## src/rtl/mips_pkg.sv

```systemverilog
// Shared definitions for the multi-cycle MIPS controller and datapath:
// FSM state encoding, opcode/funct constants and control-field codes.
package mips_pkg;

    typedef enum logic [2:0] {
        StFetch  = 3'd0,
        StDecode = 3'd1,
        StExec   = 3'd2,
        StMem    = 3'd3,
        StWb     = 3'd4,
        StHalt   = 3'd5
    } state_e;

    typedef enum logic [3:0] {
        ClsAddu,
        ClsSubu,
        ClsOri,
        ClsLui,
        ClsLw,
        ClsSw,
        ClsBeq,
        ClsJ,
        ClsIllegal
    } instr_cls_e;

    // Opcodes (instr[31:26]) and R-type function codes (instr[5:0])
    localparam logic [5:0] OpRtype = 6'b000000;
    localparam logic [5:0] OpOri   = 6'b001101;
    localparam logic [5:0] OpLui   = 6'b001111;
    localparam logic [5:0] OpLw    = 6'b100011;
    localparam logic [5:0] OpSw    = 6'b101011;
    localparam logic [5:0] OpBeq   = 6'b000100;
    localparam logic [5:0] OpJ     = 6'b000010;
    localparam logic [5:0] FnAddu  = 6'b100001;
    localparam logic [5:0] FnSubu  = 6'b100011;

    localparam logic [1:0] AluAdd   = 2'b00;
    localparam logic [1:0] AluSub   = 2'b01;
    localparam logic [1:0] AluOr    = 2'b10;
    localparam logic [1:0] AluPassB = 2'b11;

    localparam logic [1:0] ExtZero  = 2'b00;
    localparam logic [1:0] ExtSign  = 2'b01;
    localparam logic [1:0] ExtUpper = 2'b10;

    localparam logic [1:0] NpcPc4    = 2'b00;
    localparam logic [1:0] NpcBranch = 2'b01;

    // Static per-instruction control fields produced by the decoder
    typedef struct packed {
        instr_cls_e cls;
        logic       reg_dst;
        logic       mem_to_reg;
        logic       alu_src;
        logic [1:0] ext_op;
        logic [1:0] alu_ctr;
    } dec_t;

    // Register-writing ALU instructions that go EXEC -> WB directly
    function automatic logic is_alu_cls(instr_cls_e c);
        return (c == ClsAddu) || (c == ClsSubu) || (c == ClsOri) || (c == ClsLui);
    endfunction

endpackage

```

## src/rtl/mips_mc_ctrl_if.sv

```systemverilog
// Controller <-> datapath bundle. master = controller, slave = datapath.
interface mips_mc_ctrl_if;
    logic [31:0] Instruction;
    logic        zero;
    logic        mem_ready;
    logic        halt_req;

    logic        RegDst;
    logic        RegWr;
    logic [1:0]  ExtOp;
    logic [1:0]  ALUctr;
    logic [1:0]  nPC_sel;
    logic        MemtoReg;
    logic        MemWr;
    logic        ALUSrc;
    logic        j_sel;
    logic        pc_wr;
    logic [2:0]  state;
    logic        halted;
    logic        illegal;
    logic [15:0] instr_cnt;

    modport master (
        input  Instruction, zero, mem_ready, halt_req,
        output RegDst, RegWr, ExtOp, ALUctr, nPC_sel, MemtoReg, MemWr, ALUSrc, j_sel,
        output pc_wr, state, halted, illegal, instr_cnt
    );

    modport slave (
        output Instruction, zero, mem_ready, halt_req,
        input  RegDst, RegWr, ExtOp, ALUctr, nPC_sel, MemtoReg, MemWr, ALUSrc, j_sel,
        input  pc_wr, state, halted, illegal, instr_cnt
    );
endinterface

```

## src/rtl/mips_decode.sv

```systemverilog
// Purely combinational opcode/funct decoder: instruction class plus the
// static control fields that stay constant for the whole instruction.
module mips_decode
    import mips_pkg::*;
(
    input  logic [5:0] op,
    input  logic [5:0] funct,
    output dec_t       dec
);

    // Map opcode/funct to class and static fields; unknown encodings stay illegal
    always_comb begin
        dec            = '0;
        dec.cls        = ClsIllegal;
        case (op)
            OpRtype: begin
                if (funct == FnAddu) begin
                    dec.cls     = ClsAddu;
                    dec.reg_dst = 1'b1;
                    dec.alu_ctr = AluAdd;
                end else if (funct == FnSubu) begin
                    dec.cls     = ClsSubu;
                    dec.reg_dst = 1'b1;
                    dec.alu_ctr = AluSub;
                end
            end
            OpOri: begin
                dec.cls     = ClsOri;
                dec.alu_src = 1'b1;
                dec.ext_op  = ExtZero;
                dec.alu_ctr = AluOr;
            end
            OpLui: begin
                dec.cls     = ClsLui;
                dec.alu_src = 1'b1;
                dec.ext_op  = ExtUpper;
                dec.alu_ctr = AluPassB;
            end
            OpLw: begin
                dec.cls        = ClsLw;
                dec.alu_src    = 1'b1;
                dec.mem_to_reg = 1'b1;
                dec.ext_op     = ExtSign;
                dec.alu_ctr    = AluAdd;
            end
            OpSw: begin
                dec.cls     = ClsSw;
                dec.alu_src = 1'b1;
                dec.ext_op  = ExtSign;
                dec.alu_ctr = AluAdd;
            end
            OpBeq: begin
                dec.cls     = ClsBeq;
                dec.ext_op  = ExtSign;
                dec.alu_ctr = AluSub;
            end
            OpJ: begin
                dec.cls = ClsJ;
            end
            default: ;
        endcase
    end

endmodule

```

## src/rtl/mips_mc_ctrl.sv

```systemverilog
// Multi-cycle MIPS controller: FSM sequencing, PC-write strobe, retire
// counter, sticky illegal flag and halt parking between instructions.
module mips_mc_ctrl
    import mips_pkg::*;
(
    input  logic           clk,
    input  logic           rst,
    mips_mc_ctrl_if.master bus
);

    state_e      state_q, state_d;
    logic [11:0] ir_q;
    logic [11:0] dec_in;
    dec_t        dec;
    logic [15:0] instr_cnt_q;
    logic        illegal_q;
    logic        in_instr;
    logic        reg_wr;
    logic        mem_wr;
    logic        pc_wr;
    logic [1:0]  npc_sel;
    logic        j_sel;
    logic        unused_instr;

    assign unused_instr = ^bus.Instruction[25:6];

    // Decode live in DECODE, then from the captured copy so fields stay stable
    assign dec_in = (state_q == StDecode) ? {bus.Instruction[31:26], bus.Instruction[5:0]} : ir_q;

    mips_decode u_decode (
        .op    (dec_in[11:6]),
        .funct (dec_in[5:0]),
        .dec   (dec)
    );

    // Next-state sequencing
    always_comb begin
        state_d = state_q;
        case (state_q)
            StFetch:  state_d = bus.halt_req ? StHalt : StDecode;
            StDecode: state_d = StExec;
            StExec: begin
                if (is_alu_cls(dec.cls))                          state_d = StWb;
                else if (dec.cls == ClsLw || dec.cls == ClsSw)    state_d = StMem;
                else                                              state_d = StFetch;
            end
            StMem: begin
                if (bus.mem_ready) state_d = (dec.cls == ClsLw) ? StWb : StFetch;
            end
            StWb:   state_d = StFetch;
            StHalt: if (!bus.halt_req) state_d = StFetch;
            default: state_d = StFetch;
        endcase
    end

    // Per-state strobes; all forced low while rst is asserted
    always_comb begin
        in_instr = 1'b0;
        reg_wr   = 1'b0;
        mem_wr   = 1'b0;
        pc_wr    = 1'b0;
        npc_sel  = NpcPc4;
        j_sel    = 1'b0;
        if (!rst) begin
            case (state_q)
                StDecode: in_instr = 1'b1;
                StExec: begin
                    in_instr = 1'b1;
                    pc_wr    = (dec.cls == ClsBeq) || (dec.cls == ClsJ) ||
                               (dec.cls == ClsIllegal);
                end
                StMem: begin
                    in_instr = 1'b1;
                    mem_wr   = (dec.cls == ClsSw);
                    pc_wr    = (dec.cls == ClsSw) && bus.mem_ready;
                end
                StWb: begin
                    in_instr = 1'b1;
                    reg_wr   = 1'b1;
                    pc_wr    = 1'b1;
                end
                default: ;
            endcase
            if (pc_wr) begin
                npc_sel = (dec.cls == ClsBeq && bus.zero) ? NpcBranch : NpcPc4;
                j_sel   = (dec.cls == ClsJ);
            end
        end
    end

    // State, captured instruction fields, retire counter and sticky illegal flag
    always_ff @(posedge clk) begin
        if (rst) begin
            state_q     <= StFetch;
            ir_q        <= '0;
            instr_cnt_q <= '0;
            illegal_q   <= 1'b0;
        end else begin
            state_q <= state_d;
            if (state_q == StDecode) begin
                ir_q <= {bus.Instruction[31:26], bus.Instruction[5:0]};
            end
            if (pc_wr) begin
                instr_cnt_q <= instr_cnt_q + 16'd1;
            end
            if (state_q == StExec && dec.cls == ClsIllegal) begin
                illegal_q <= 1'b1;
            end
        end
    end

    assign bus.RegDst    = in_instr & dec.reg_dst;
    assign bus.MemtoReg  = in_instr & dec.mem_to_reg;
    assign bus.ALUSrc    = in_instr & dec.alu_src;
    assign bus.ExtOp     = in_instr ? dec.ext_op : 2'b00;
    assign bus.ALUctr    = in_instr ? dec.alu_ctr : 2'b00;
    assign bus.RegWr     = reg_wr;
    assign bus.MemWr     = mem_wr;
    assign bus.pc_wr     = pc_wr;
    assign bus.nPC_sel   = npc_sel;
    assign bus.j_sel     = j_sel;
    assign bus.state     = state_q;
    assign bus.halted    = !rst && (state_q == StHalt);
    assign bus.illegal   = illegal_q;
    assign bus.instr_cnt = instr_cnt_q;

endmodule
```

## src/flat_wrapper.sv

```systemverilog
// flat-port wrapper written by rule: the top's interface ports become plain ports
module mips_mc_ctrl_flat import mips_pkg::*;
  (clk, rst, bus_Instruction, bus_zero, bus_mem_ready, bus_halt_req, bus_RegDst, bus_RegWr, bus_ExtOp, bus_ALUctr, bus_nPC_sel, bus_MemtoReg, bus_MemWr, bus_ALUSrc, bus_j_sel, bus_pc_wr, bus_state, bus_halted, bus_illegal, bus_instr_cnt);
  mips_mc_ctrl_if bus_i ();
  input  logic clk;
  input  logic rst;
  input wire logic [$bits(bus_i.Instruction)-1:0] bus_Instruction;
  input wire logic [$bits(bus_i.zero)-1:0] bus_zero;
  input wire logic [$bits(bus_i.mem_ready)-1:0] bus_mem_ready;
  input wire logic [$bits(bus_i.halt_req)-1:0] bus_halt_req;
  output wire logic [$bits(bus_i.RegDst)-1:0] bus_RegDst;
  output wire logic [$bits(bus_i.RegWr)-1:0] bus_RegWr;
  output wire logic [$bits(bus_i.ExtOp)-1:0] bus_ExtOp;
  output wire logic [$bits(bus_i.ALUctr)-1:0] bus_ALUctr;
  output wire logic [$bits(bus_i.nPC_sel)-1:0] bus_nPC_sel;
  output wire logic [$bits(bus_i.MemtoReg)-1:0] bus_MemtoReg;
  output wire logic [$bits(bus_i.MemWr)-1:0] bus_MemWr;
  output wire logic [$bits(bus_i.ALUSrc)-1:0] bus_ALUSrc;
  output wire logic [$bits(bus_i.j_sel)-1:0] bus_j_sel;
  output wire logic [$bits(bus_i.pc_wr)-1:0] bus_pc_wr;
  output wire logic [$bits(bus_i.state)-1:0] bus_state;
  output wire logic [$bits(bus_i.halted)-1:0] bus_halted;
  output wire logic [$bits(bus_i.illegal)-1:0] bus_illegal;
  output wire logic [$bits(bus_i.instr_cnt)-1:0] bus_instr_cnt;
  assign bus_i.Instruction = bus_Instruction;
  assign bus_i.zero = bus_zero;
  assign bus_i.mem_ready = bus_mem_ready;
  assign bus_i.halt_req = bus_halt_req;
  assign bus_RegDst = bus_i.RegDst;
  assign bus_RegWr = bus_i.RegWr;
  assign bus_ExtOp = bus_i.ExtOp;
  assign bus_ALUctr = bus_i.ALUctr;
  assign bus_nPC_sel = bus_i.nPC_sel;
  assign bus_MemtoReg = bus_i.MemtoReg;
  assign bus_MemWr = bus_i.MemWr;
  assign bus_ALUSrc = bus_i.ALUSrc;
  assign bus_j_sel = bus_i.j_sel;
  assign bus_pc_wr = bus_i.pc_wr;
  assign bus_state = bus_i.state;
  assign bus_halted = bus_i.halted;
  assign bus_illegal = bus_i.illegal;
  assign bus_instr_cnt = bus_i.instr_cnt;
  mips_mc_ctrl u_core (.clk(clk), .rst(rst), .bus(bus_i));
endmodule
```

## config.mk

```make
export PLATFORM = sky130hd
export DESIGN_NAME = mips_mc_ctrl_flat
export DESIGN_NICKNAME = d
export VERILOG_FILES = /design/src/rtl/mips_pkg.sv /design/src/rtl/mips_mc_ctrl_if.sv /design/src/rtl/mips_decode.sv /design/src/rtl/mips_mc_ctrl.sv /design/src/flat_wrapper.sv
export SDC_FILE = /design/constraint.sdc
export NUM_CORES = 1
export LEC_CHECK = 0
export CORE_MARGIN = 3
export CORE_UTILIZATION = 46
export DETAILED_ROUTE_END_ITERATION = 8
export PLACE_DENSITY = 0.78
export SYNTH_ARGS = -nofsm -noshare
export SYNTH_HDL_FRONTEND = slang
export SYNTH_SLANG_ARGS = --single-unit
```

## constraint.sdc

```tcl
create_clock -name clk -period 3.3 [get_ports clk]
set_clock_uncertainty 0.05 [all_clocks]
set_input_delay 0.33 -clock clk [delete_from_list [all_inputs] [get_ports clk]]
set_output_delay 0.33 -clock clk [all_outputs]
set_load 0.005 [all_outputs]
```

Word-level counts from Yosys, hierarchy flattened --
Index checks and enable logic that the tools add are counted.
Word-level totals: word-level logic and storage cells 83, bits in registers 32, output and inout port bits 34
Cells by class: add/sub/neg operators 1, reduce and logical (&&, ||, !) cells 18, multiplexer cells 34, bitwise logic cells 3, equality and inequality tests 23
Operators with widths (number):
- 4-bit case mux with 7 select lines | 1
- 6-bit == test, second input constant | 4
- 16-bit by 1-bit adder with 16-bit output, second input constant | 1
- 4-bit by 3-bit == test with 1-bit output, second input constant | 4
- 1-bit 2-to-1 mux | 16
- 3-bit 2-to-1 mux | 5
- 3-bit case mux with 5 select lines | 1
- 6-bit by 4-bit == test with 1-bit output, second input constant | 2
- 12-bit 2-to-1 mux | 1
- 2-bit 2-to-1 mux | 5
- 5-bit 2-to-1 mux | 2
- 4-bit by 2-bit == test with 1-bit output, second input constant | 2
- 2-bit case mux with 4 select lines | 1
- 4-bit OR reduction | 2
- 3-bit by 2-bit == test with 1-bit output, second input constant | 2
- 3-bit == test, second input constant | 2
- 6-bit by 2-bit == test with 1-bit output, second input constant | 1
- 6-bit by 3-bit == test with 1-bit output, second input constant | 1
- 6-bit zero test | 1
- 1-bit logical OR | 6
- 4-bit by 1-bit == test with 1-bit output, second input constant | 1
- 4-bit == test, second input constant | 1
- 1-bit logical AND | 4
- 4-bit zero test | 1
- other kinds (9) | 12

Longest topological paths before layout --
depth in word-level cells 13, gate-level depth with buffers 10, gate-level depth less buffers 7

By module --
Synthesis repeated with hierarchy kept, for this count alone.
Unflattened totals: cell total of the unflattened synthesis 250, area total of the unflattened synthesis 2167.1 µm²
By module, submodules not included:
- mips_mc_ctrl | area each 1893.1 µm², times used 1, cells an instance 203
- mips_decode | area each 274.0 µm², times used 1, cells an instance 47

Least setup slack after synthesis --
OpenSTA, ideal clock, no wires.
kind register -> output, start reg u_core.state_q[2], in the netlist u_core.bus.state[2], end out bus_nPC_sel[0], buffers on the path 2, stages on the path, launching flop included 10, arrival time 2.140 ns, path slack 0.780 ns, required time 2.920 ns, cell sequence dfxtp_1 buf_6 nor3b_4 buf_6 nor2_2 a31o_1 o31ai_4 a41o_1 nor2_1 nor3_1
On the way: cells in the longest elaborated chain, start to end 13, elaborated cells on any way between the ends 30, those cells by class 16 x eq/ne; 9 x mux; 5 x reduce/logical
Ends and longest elaborated chain:
- start, declared | RTL line mips_mc_ctrl.sv:11 | state_e state_q, state_d;
- start signal, assigned | RTL line mips_mc_ctrl.sv:94 | state_q <= StFetch;
- start signal, assigned | RTL line mips_mc_ctrl.sv:99 | state_q <= state_d;
- 3-bit by 1-bit == test with 1-bit output | RTL line mips_mc_ctrl.sv:28 | assign dec_in = (state_q == StDecode) ? {bus.Instruction[31:26], bus.Instruction[5:0]} : ir_q;
- 12-bit 2-to-1 mux
- 6-bit == test | RTL line mips_decode.sv:21 | end else if (funct == FnSubu) begin
- 5-bit 2-to-1 mux | RTL line mips_decode.sv:21
- 5-bit 2-to-1 mux | RTL line mips_decode.sv:17 | if (funct == FnAddu) begin
- 4-bit case mux with 7 select lines | RTL line mips_decode.sv:15 | case (op)
- 4-bit by 3-bit == test with 1-bit output (on tied branches) | RTL line mips_mc_ctrl.sv:69, mips_mc_ctrl.sv:85
- 1-bit logical OR (2 in series) | RTL line mips_mc_ctrl.sv:69 | pc_wr = (dec.cls == ClsBeq) || (dec.cls == ClsJ) ||
- 1-bit case mux with 3 select lines | RTL line mips_mc_ctrl.sv:65 | case (state_q)
- 1-bit 2-to-1 mux | RTL line mips_mc_ctrl.sv:64 | if (!rst) begin
- 2-bit 2-to-1 mux * | RTL line mips_mc_ctrl.sv:84 | if (pc_wr) begin
- 2-bit 2-to-1 mux * | RTL line mips_mc_ctrl.sv:64
- end, declared | RTL line flat_wrapper.sv:15 | output wire logic [$bits(bus_i.nPC_sel)-1:0] bus_nPC_sel;
Every way passes the cells marked *; elsewhere a longest branch is shown, timed or not. The select of a mux whose other input is x is not followed.

Worst setup path after layout --
start reg u_core.ir_q[7], end out bus_j_sel
On the way: cells in the longest elaborated chain, start to end 10, elaborated cells on any way between the ends 20, those cells by class 10 x eq/ne; 6 x mux; 4 x reduce/logical
Ends and longest elaborated chain:
- start, declared | RTL line mips_mc_ctrl.sv:12 | logic [11:0] ir_q;
- start signal, assigned | RTL line mips_mc_ctrl.sv:101 | ir_q <= {bus.Instruction[31:26], bus.Instruction[5:0]};
- 12-bit 2-to-1 mux *
- 6-bit by 2-bit == test with 1-bit output, or another cell as far along | RTL line mips_decode.sv:15
- 4-bit case mux with 7 select lines * | RTL line mips_decode.sv:15
- 4-bit by 3-bit == test with 1-bit output (on tied branches) | RTL line mips_mc_ctrl.sv:69, mips_mc_ctrl.sv:86
- 1-bit logical OR (2 in series) | RTL line mips_mc_ctrl.sv:69
- 1-bit case mux with 3 select lines | RTL line mips_mc_ctrl.sv:65
- 1-bit 2-to-1 mux | RTL line mips_mc_ctrl.sv:64
- 1-bit 2-to-1 mux * | RTL line mips_mc_ctrl.sv:84
- 1-bit 2-to-1 mux * | RTL line mips_mc_ctrl.sv:64
- end, declared | RTL line flat_wrapper.sv:19 | output wire logic [$bits(bus_i.j_sel)-1:0] bus_j_sel;
Marked as above.

==> impl_metrics.xml <==
<?xml version="1.0" encoding="UTF-8"?>
<metrics>
  <group name="finish">
    <metric name="layout.filler_cells" unit="">399</metric>
    <metric name="area_growth" unit="%">36.6</metric>
    <metric name="final_cell_count_no_fill" unit="">387</metric>
    <metric name="antennaDiodeCount" unit="">0</metric>
    <metric name="finalCoreUtilization" unit="">0.659</metric>
    <metric name="post_route_cell_area" unit="mm2">0.00291</metric>
    <metric name="total_number_of_nets_in_the_final_design" unit="">373</metric>
    <metric name="mostFrequentLayoutCell" unit="">sky130_fd_sc_hd__clkdlybuf4s50_1</metric>
    <metric name="drive_above_1_share" unit="">0.182</metric>
    <metric name="most-common-layout-cells" unit="">sky130_fd_sc_hd__clkdlybuf4s50_1, sky130_fd_sc_hd__nor2_1, sky130_fd_sc_hd__dfxtp_1, sky130_fd_sc_hd__nand2_1, sky130_fd_sc_hd__a21oi_1</metric>
  </group>
  <group name="worst_setup_path">
    <metric name="cp_data_arrival_time" unit="ps">2820</metric>
    <metric name="critical_path_buf_inv_count" unit="">1</metric>
    <metric name="cp_slowest_stage_delay" unit="ps">550</metric>
    <metric name="cp_top_family" unit="">simple AND/OR/NAND/NOR gates</metric>
    <metric name="path_max_fanout" unit="">5</metric>
    <metric name="worstPathRequired" unit="ps">2920</metric>
    <metric name="timing.critical_path.from_type" unit="">flop</metric>
    <metric name="r2r.worst_path.cells" unit="">9</metric>
    <metric name="slowest_stage" unit="">sky130_fd_sc_hd__or4b_1</metric>
    <metric name="path_cells" unit="">or4b_1 &gt; nor4_1 &gt; a31oi_1 &gt; o211a_1 &gt; and3b_2 &gt; nor2_2 &gt; nor3_2 &gt; clkdlybuf4s50_1</metric>
    <metric name="r2r-end" unit="">u_core.bus.instr_cnt[15]$_SDFFE_PP0P_</metric>
    <metric name="setup.worst_path.end_class" unit="">output port</metric>
    <metric name="crit_type" unit="">reg -&gt; out</metric>
    <metric name="timing.reg2reg.setup_slack" unit="ps">460</metric>
    <metric name="regToRegStartpoint" unit="">u_core.ir_q[7]$_SDFF_PP0_</metric>
  </group>
  <group name="route">
    <metric name="via_count" unit="">2185</metric>
    <metric name="1st_pass_router_iterations" unit="">4</metric>
    <metric name="dr.max_layer_used" unit="">met4</metric>
    <metric name="dr_wl_met3" unit="um">318</metric>
    <metric name="met2_wirelength" unit="um">2690</metric>
    <metric name="ant_nets" unit="">0</metric>
    <metric name="detail_route.wirelength.met1" unit="um">2400</metric>
    <metric name="post-route-drc-count" unit="">0</metric>
    <metric name="routed_via_density" unit="">5.65</metric>
    <metric name="drt-wirelength-per-cell" unit="um">14.2</metric>
    <metric name="drt_iter0_drc" unit="">197</metric>
    <metric name="wirelength" unit="um">5490</metric>
  </group>
  <group name="logic_synthesis">
    <metric name="synth.yosys.seq_area_share" unit="">0.301</metric>
    <metric name="yosysUniqueCellTypes" unit="">63</metric>
    <metric name="yosys_most_used_dff" unit="">sky130_fd_sc_hd__dfxtp_1</metric>
    <metric name="ys_async_sr_fraction" unit="">0</metric>
    <metric name="postSynthAreaPerCell" unit="um2">7.89</metric>
    <metric name="synthesis.yosys.warnings" unit="">0</metric>
    <metric name="synth_area" unit="mm2">0.00213</metric>
    <metric name="synth_area_leader_cell" unit="">sky130_fd_sc_hd__dfxtp_1</metric>
    <metric name="synthTopCellsByArea" unit="">sky130_fd_sc_hd__dfxtp_1, sky130_fd_sc_hd__a21oi_1, sky130_fd_sc_hd__nor2_1</metric>
    <metric name="ys_ff_latch" unit="">32</metric>
    <metric name="synth.net_count" unit="">308</metric>
    <metric name="synth_enable_flop_cells" unit="">0</metric>
    <metric name="postSynthCellCount" unit="">270</metric>
    <metric name="synth_top_area_share" unit="">0.301</metric>
  </group>
  <group name="placed_design">
    <metric name="gpl.final_weighted_congestion" unit="">0.879</metric>
    <metric name="placement.io_buffers" unit="">49</metric>
    <metric name="dp.cells" unit="">373</metric>
    <metric name="postPlaceCellArea" unit="mm2">0.00272</metric>
    <metric name="dpl.hpwl" unit="um">4110</metric>
  </group>
  <group name="run_status">
    <metric name="outcome" unit="">finished clean</metric>
  </group>
  <group name="min_path">
    <metric name="hold_start" unit="">u_core.ir_q[5]$_SDFF_PP0_</metric>
    <metric name="worstHoldEndpoint" unit="">u_core.ir_q[5]$_SDFF_PP0_</metric>
    <metric name="hold-path-cell-count" unit="">2</metric>
    <metric name="worst_hold_check_path_type" unit="">reg -&gt; reg</metric>
  </group>
  <group name="power">
    <metric name="leakagePower" unit="nW">1.13</metric>
    <metric name="combinationalPowerShare" unit="">0.324</metric>
    <metric name="pwr-share-clk" unit="">0.267</metric>
    <metric name="p_sw_frac" unit="">0.323</metric>
    <metric name="irDropWorstVdd" unit="V">0.000218</metric>
    <metric name="report.power.total" unit="mW">1.07</metric>
    <metric name="sequential_power_share" unit="">0.409</metric>
    <metric name="power.switching" unit="mW">0.345</metric>
    <metric name="cellInternalPower" unit="mW">0.721</metric>
    <metric name="power_density" unit="mW/mm2">366</metric>
  </group>
  <group name="floorplan">
    <metric name="placeableCoreArea" unit="mm2">0.00441</metric>
    <metric name="floorplan.initialDensity" unit="">0.482</metric>
    <metric name="dieArea" unit="mm2">0.00548</metric>
    <metric name="floorplan.io_pins" unit="">71</metric>
    <metric name="dieWidth" unit="um">74.0</metric>
    <metric name="placement_rows" unit="">24</metric>
    <metric name="die_y" unit="um">74.0</metric>
  </group>
  <group name="clock_tree">
    <metric name="tritoncts" unit="">built</metric>
    <metric name="cts_num_sinks" unit="">32</metric>
    <metric name="clk_transition_reported_paths" unit="ps">70</metric>
    <metric name="source_to_sink_clock_delay_at_the_later_pin_of_the_worst_skew_pair" unit="ps">280</metric>
    <metric name="clock_tree.root_cell" unit="">sky130_fd_sc_hd__clkbuf_8</metric>
    <metric name="quantity_of_hold_fixing_buffers_added_after_cts" unit="">0</metric>
    <metric name="tritoncts.num_buffers" unit="">5</metric>
    <metric name="htreeDepth" unit="">2</metric>
    <metric name="clock_tree.buffer_depth" unit="">2</metric>
  </group>
  <group name="global_routing">
    <metric name="vias_in_the_first_global_route" unit="">1956</metric>
    <metric name="global_route.usage.total" unit="">0.204</metric>
    <metric name="wire_length_of_the_first_global_routing_pass" unit="um">8900</metric>
    <metric name="grt_start_max_net_pins" unit="">28</metric>
    <metric name="gr_overflow_total" unit="">0</metric>
    <metric name="number_of_antenna_violations_at_the_first_check_in_global_routing" unit="">0</metric>
  </group>
  <group name="sta">
    <metric name="fin_crit_sh" unit="">0.969</metric>
    <metric name="setup_tns" unit="ps">0</metric>
    <metric name="setup-violations-final" unit="">0</metric>
    <metric name="worst_slew_margin_rel" unit="">0.653</metric>
    <metric name="drv_slew" unit="">0</metric>
    <metric name="max_freq" unit="MHz">313</metric>
    <metric name="finalHoldViolCount" unit="">0</metric>
    <metric name="worst-slew-pin-transition" unit="ps">520</metric>
    <metric name="finalCriticalPeriod" unit="ps">3200</metric>
  </group>
  <group name="job">
    <metric name="max-cap-violations" unit="">0</metric>
  </group>
</metrics>
-- layer usage --
metal  vias to the layer above  global-route usage
li1                       1089                   -
met1                      1024               0.249
met2                        65               0.351
met3                         7              0.0514
met4                         0              0.0644
met5                         -                   0
-- power groups by stage --
stage / Clock, mW / Combinational (mW) / Sequential [mW]
3_5_place_dp: 0 / 0.318 / 0.443
5_1_grt: 0.309 / 0.377 / 0.440
2_1_floorplan: 0 / 0.210 / 0.439
4_1_cts: 0.294 / 0.323 / 0.435
6_report: 0.285 / 0.345 / 0.436
3_3_place_gp: 0 / 0.314 / 0.443
-- tightest hold or removal path: cells and delay by family (launching register included) --
kind	cells	cell delay, ps
DFF	1	310
and+or+nand+nor	1	50
AOI/OAI and AO/OA	1	50
-- synthesized netlist by cell type, types with 5 or more instances --
cell type,number
sky130_fd_sc_hd__mux2_2,10
sky130_fd_sc_hd__o21ai_1,5
sky130_fd_sc_hd__nor2b_1,13
sky130_fd_sc_hd__dfxtp_1,32
sky130_fd_sc_hd__inv_1,5
sky130_fd_sc_hd__and3_1,5
sky130_fd_sc_hd__a21oi_1,28
sky130_fd_sc_hd__nor3_1,10
sky130_fd_sc_hd__nand3_1,14
sky130_fd_sc_hd__nor2_1,34
sky130_fd_sc_hd__nand2_1,29
sky130_fd_sc_hd__clkbuf_1,7
-- cells by family after synthesis --
logic type | after synthesis | share of synthesized area
and+or+nand+nor | 137 | 0.350
AOI/OAI and AO/OA | 58 | 0.189
DFF | 32 | 0.301
buffers and inverters | 22 | 0.0576
muxes | 17 | 0.0875
xor gates and xnor gates | 2 | 0.00823
adders and majority gates | 1 | 0.00587
other | 1 | 0.00176
-- worst max-delay path by stage --
stage | startpoint | endpoint | slack (ps) | cells after the start
2_1_floorplan | u_core.bus.state[2]$_SDFFE_PP0P_ | bus_nPC_sel[0] | 780 | 9
3_3_place_gp | bus_Instruction[26] | bus_nPC_sel[0] | 30 | 9
3_5_place_dp | bus_Instruction[26] | bus_nPC_sel[0] | 20 | 9
4_1_cts | bus_Instruction[26] | bus_nPC_sel[0] | 4 | 9
5_1_grt | bus_Instruction[26] | bus_pc_wr | -6 | 10
6_report | u_core.ir_q[7]$_SDFF_PP0_ | bus_j_sel | 100 | 8
-- sequential cells by signal (all words and copies together) (netlist names) --
register,count
u_core.bus.illegal,1
u_core.bus.instr_cnt,16
u_core.bus.state,3
u_core.ir_q,12
-- what timing repair did --
| item | in CTS | in global routing |
|---|---|---|
| gates resized for setup | 2 | 13 |
| endpoints found under the setup margin | 3 | 4 |
| pin swaps | 0 | 4 |
| hold endpoints to repair | 0 | 0 |
| buffers inserted | 1 | 6 |
-- metrics by stage --
step / hold WS (ps) / setup WS, ps
2_1_floorplan: 381 / 780
3_3_place_gp: 389 / 25.8
3_5_place_dp: 395 / 21.7
4_1_cts: 405 / 4.26
5_1_grt: 425 / -5.96
6_report: 405 / 102
-- final cells by class --
class,count,area (um2),share of cell area
Clock buffer,5,68.8,0.0237
Clock inverter,2,12.5,0.00430
Timing Repair Buffer,75,698,0.240
Sequential cell,32,641,0.220
Inverter,5,18.8,0.00645
Multi-Input combinational cell,216,1410,0.483
Tap cell,52,65.1,0.0224
Power figures use the tool's default switching activity.
